File: src/rtl/regfile.sv
// regfile: single-port scratch store of DATA_D words of DATA_W bits.
// Writes commit on the rising edge of clk; reads are combinational from addr.
// Addresses at or above DATA_D are not backed by storage: writes there are
// dropped (no wrap onto lower words) and reads return zero.
// DATA_D must not exceed 2**ADDR_W.
module regfile #(
    parameter int ADDR_W = 5,
    parameter int DATA_W = 32,
    parameter int DATA_D = 32
) (
    input  logic              clk,
    input  logic              reset,
    input  logic              we,
    input  logic [ADDR_W-1:0] addr,
    input  logic [DATA_W-1:0] indata,
    output logic [DATA_W-1:0] outdata
);

    localparam logic [31:0] DEPTH = DATA_D;

    logic [DATA_W-1:0] mem_q [DATA_D];
    logic [DATA_W-1:0] mem_d [DATA_D];
    logic              addr_ok;

    assign addr_ok = (32'(addr) < DEPTH);

    // Next-state storage: copy of current contents with the addressed word replaced on a legal write
    always_comb begin
        mem_d = mem_q;
        if (we && addr_ok) begin
            mem_d[addr] = indata;
        end
    end

    // Storage update; reset clears every word and wins over a same-edge write
    always_ff @(posedge clk) begin
        if (reset) begin
            mem_q <= '{default: '0};
        end else begin
            mem_q <= mem_d;
        end
    end

    // Asynchronous read; unbacked addresses read as zero
    always_comb begin
        outdata = '0;
        if (addr_ok) begin
            outdata = mem_q[addr];
        end
    end

endmodule

File: config.mk
export PLATFORM = sky130hd
export DESIGN_NAME = regfile
export DESIGN_NICKNAME = d
export VERILOG_FILES = /design/src/rtl/regfile.sv
export SDC_FILE = /design/constraint.sdc
export NUM_CORES = 2
export LEC_CHECK = 0
export CORE_UTILIZATION = 60
export CTS_CLUSTER_DIAMETER = 60
export DETAILED_ROUTE_END_ITERATION = 10
export PLACE_DENSITY = 0.79
export REMOVE_ABC_BUFFERS = 1
export SETUP_SLACK_MARGIN = 0.4
export SYNTH_ARGS = -nofsm -noshare
export SYNTH_HDL_FRONTEND = slang
export SYNTH_SLANG_ARGS = --single-unit
File: constraint.sdc
create_clock -name clk -period 4.8 [get_ports clk]
set_input_delay 0.96 -clock clk [delete_from_list [all_inputs] [get_ports clk]]
set_output_delay 0.96 -clock clk [all_outputs]
set_load 0.05 [all_outputs]
==> summary.md <==
| Metric | Value |
|---|---|
| Status | completed |
| CP peak stage delay | 0.67 ns |
| Final net count | 5,480 |
| CTS tree | built |
| Clock sinks | 1,024 |
| Die Wd | 271 um |
| Leakage power | 16.7 nW |
| Hold EP | mem_q[774] |
| Initial antenna violation count | 6 |
| Wire per inst | 22.6 um |
| CP most frequent cell | buf_4 |
| Via count | 40,900 |
| Post-synthesis async set-or-reset flop share | 0% |
| DRT iter0 DRCs | 5,464 |
| Slew Limit Headroom | 13.1% |
| Critical path type | in -> out |
| Total CTS buffers | 101 |
| Top post-synthesis cells by area | dfxtp_1, nand2_1, a21oi_1 |
| Top-area cell type share of the netlist area | 47.2% |
| Max Slew Vio Count | 0 |
| Fillers | 5,689 |
| Clk_skew | 0 ns |
| Clock Latency Late Sink | 0.65 ns |
| Largest family of logic cells by synthesized area | simple AND/OR/NAND/NOR gates |
| Io pins | 72 |
| DR vias/cell | 6.32 |
| XOR/XNOR Fraction of Synth Area | 0% |
| Max IR drop VDD | 0.258 mV |
| Non-Filler Instances | 6,472 |
| Highest Clock Rate | 224 MHz |
| Number of synthesized flops with an enable pin | 0 |
| H-tree depth | 3 |
| Post-Syn Area | 43,500 um^2 |
| Clock root cell | clkbuf_16 |
| Crit-path leading delay family | simple AND/OR/NAND/NOR gates |
| Hold buffers post-CTS | 0 |
| Startpoint Class | input port |
| Setup bufs post-CTS | 0 |
| Area grow syn2layout | 12.3% |
| Largest register FFs | 1,024 |
| Antenna Nets Post-Route | 0 |
| Post-DP HPWL | 84,800 um |
| Buf+Inv Stages, Crit Path | 4 |
| Critical path required time | 3.84 ns |
| Top_reg_cell synth | dfxtp_1 |
| Vias in the first global route | 38,500 |
| Largest net degree at the start of global routing | 147 |
| Synth Area in Compound Gates | 15.5% |
| Cells along the critical path | clkdlybuf4s50_1, buf_12, nand4bb_2, buf_4, o22ai_1, nor4_2, nand2_1, buf_4 |
| Busiest grt layer | met2 |
| Global Route Usage Sum | 38.3% |
| Largest Register | mem_q |
| CP Max Fanout | 30 |
| Final worst slack | 0.328 ns |
| Power, Total | 18.0 mW |
| Final wirelength | 146,000 um |
| Reg-to-reg endpoint | mem_q[548] |
| Die area | 73,500 um^2 |
| Register area share after synthesis | 47.2% |
| GR met1 Demand/Resource | 49.5% |
| First-pass GRT wire length | 221,000 um |
| Clock transition at path regs | 0.06 ns |
| Worst hold start | mem_q[774] |
| DRC viols | 0 |
| Synthesized-area fraction occupied by adder cells | 0% |
| Pwr per Cell Area | 368 nW/um^2 |
| Setup tns final | 0 ns |
| Critical path arrival | 3.51 ns |
| GRT met2 Usage | 59.1% |
| Post-Syn Instances | 5,608 |
| Worst Hold Class | reg -> reg |
| Period utilization | 93.2% |
| Yosys top cell by area | dfxtp_1 |
| Worst slack, placed | 0.0207 ns |
| Clock Path Buffers | 3 |
| Core area | 71,600 um^2 |
| Die Ht | 271 um |
| CP Launch Point | addr[3] |
| #FFs+latches synth | 1,024 |
| DRT Pass-1 Iters | 7 |
| Crit-path slowest cell | nor4_2 |
| Global-route track usage on met3 | 7.86% |
| Crit. End Element | primary output |
| R2R cell count | 2 |
| Yosys cell types | 32 |
| Fin. Hold Viols | 0 |
| Layout cells sized above 1 | 8.64% |
| Hold path depth | 2 |
| Initial Utilization | 60.7% |
| Max-cap violations | 0 |
| Largest regs | mem_q x1024 |
| Cell Rows | 98 |
| Tmin final | 4.47 ns |
| Simple-gate portion of the synthesized area | 20.4% |
| Cell count after placement | 6,287 |
| Port bufs | 71 |
| Gr ovfl total | 0 |
| YS warnings | 0 |
| Mux share of post-synthesis cell area | 11.8% |
| R2r setup slk | 4.09 ns |
| RSZ-0062 raised after global routing | no |
| Final setup viols | 0 |
| Syn Area/Cell | 7.75 um^2 |
| Crit Reg-Reg Startpoint | mem_q[548] |
| GPL Wtd Cong | 0.931 |
| Worst slew pin tran | 1.30 ns |
==> area by class of cell <==
type	instances	area, um^2	area share (%)
Antenna cell	3	7.51	0.0154
Clock buffer	147	3020	6.18
Clock inverter	35	490	1.00
Multi-Input combinational cell	4038	21100	43.3
Sequential cell	1024	20500	42.0
Tap cell	950	1190	2.43
Timing Repair Buffer	275	2470	5.07
==> report_power, final <==
group	leakage [nW]	switching, mW	total [mW]	internal (mW)
Sequential	8.25	0.0320	8.59	8.56
Clock	1.73	3.40	8.38	4.98
Combinational	6.74	0.705	0.985	0.280
==> how the worst max path moves through the flow <==
stage | end | slack, ns | cells past startpoint
2_1_floorplan | outdata[17] | 1.28 | 4
3_3_place_gp | outdata[10] | 0.05 | 8
3_5_place_dp | outdata[10] | 0.02 | 8
4_1_cts | outdata[3] | 0.40 | 9
5_1_grt | outdata[5] | 0.39 | 10
6_report | outdata[9] | 0.33 | 8
==> kinds of logic after synthesis <==
logic type | after synthesis
simple gates | 2246
compound gates | 1280
flops | 1024
buf+inv | 546
mux | 512
==> worst register-to-register path, cell delays in order (launching register included) <==
cell and delay [ns]:
dfxtp_1 0.35, nand2_1 0.08, a21oi_1 0.20
==> per-stage QoR <==
step	hold slack, ns	utilization, %	instance area (um^2)
3_3_place_gp	0.440	63.1	45200
3_5_place_dp	0.446	63.1	45200
2_1_floorplan	0.430	-	41200
4_1_cts	0.453	68.1	48700
6_report	0.453	68.2	48800
5_1_grt	0.464	68.2	48800
==> cell usage after synthesis, types with 3 or more instances <==
cell       number
a21oi_1      1024
and3_1          6
buf_1           3
buf_2         152
buf_6           3
clkbuf_1      386
dfxtp_1      1024
mux2i_1       512
nand2_1      2097
nand3_1        13
nand4b_1        4
nand4bb_1       6
nor2_1         17
nor3_1          7
nor3_2          6
nor4_1         64
o22ai_1       256
or3_1           5
or4b_1          4
==> layout by cell type (no fill, tap or decap), drive strengths merged <==
| cell type | count |
|---|---|
| nand2 | 2097 |
| a21oi | 1024 |
| dfxtp | 1024 |
| mux2i | 512 |
| o22ai | 256 |
| buf | 240 |
| clkbuf | 148 |
| nor4 | 64 |
| clkdlybuf4s50 | 34 |
| clkinv | 20 |
| nor2 | 17 |
| nand3 | 14 |
| nor3 | 13 |
| bufinv | 12 |
| nand4bb | 6 |
| and3 | 6 |
| or3 | 5 |
| nand4b | 4 |
| or4b | 4 |
| nand3b | 4 |
| diode | 3 |
| clkinvlp | 3 |
| nor3b | 3 |
| and3b | 2 |
| nand2b | 2 |
| nor2b | 2 |
| or4 | 1 |
| nand4 | 1 |
| or3b | 1 |
==> metal layers <==
layer / share of wire, % / wire, um / vias to the layer above
met5: 0.027 / 40 / -
met4: 6.1 / 8920 / 6
met2: 44 / 64500 / 2671
met3: 13 / 18700 / 591
met1: 37 / 53900 / 19300
li1: - / - / 18400
==> timing repair <==
item                                   4_1_cts  5_1_grt
setup endpoints to repair                   31       21
endpoints found under the hold margin        0        0
gates resized for setup                     15       14
Note: power is estimated with default switching activity, not from simulation.
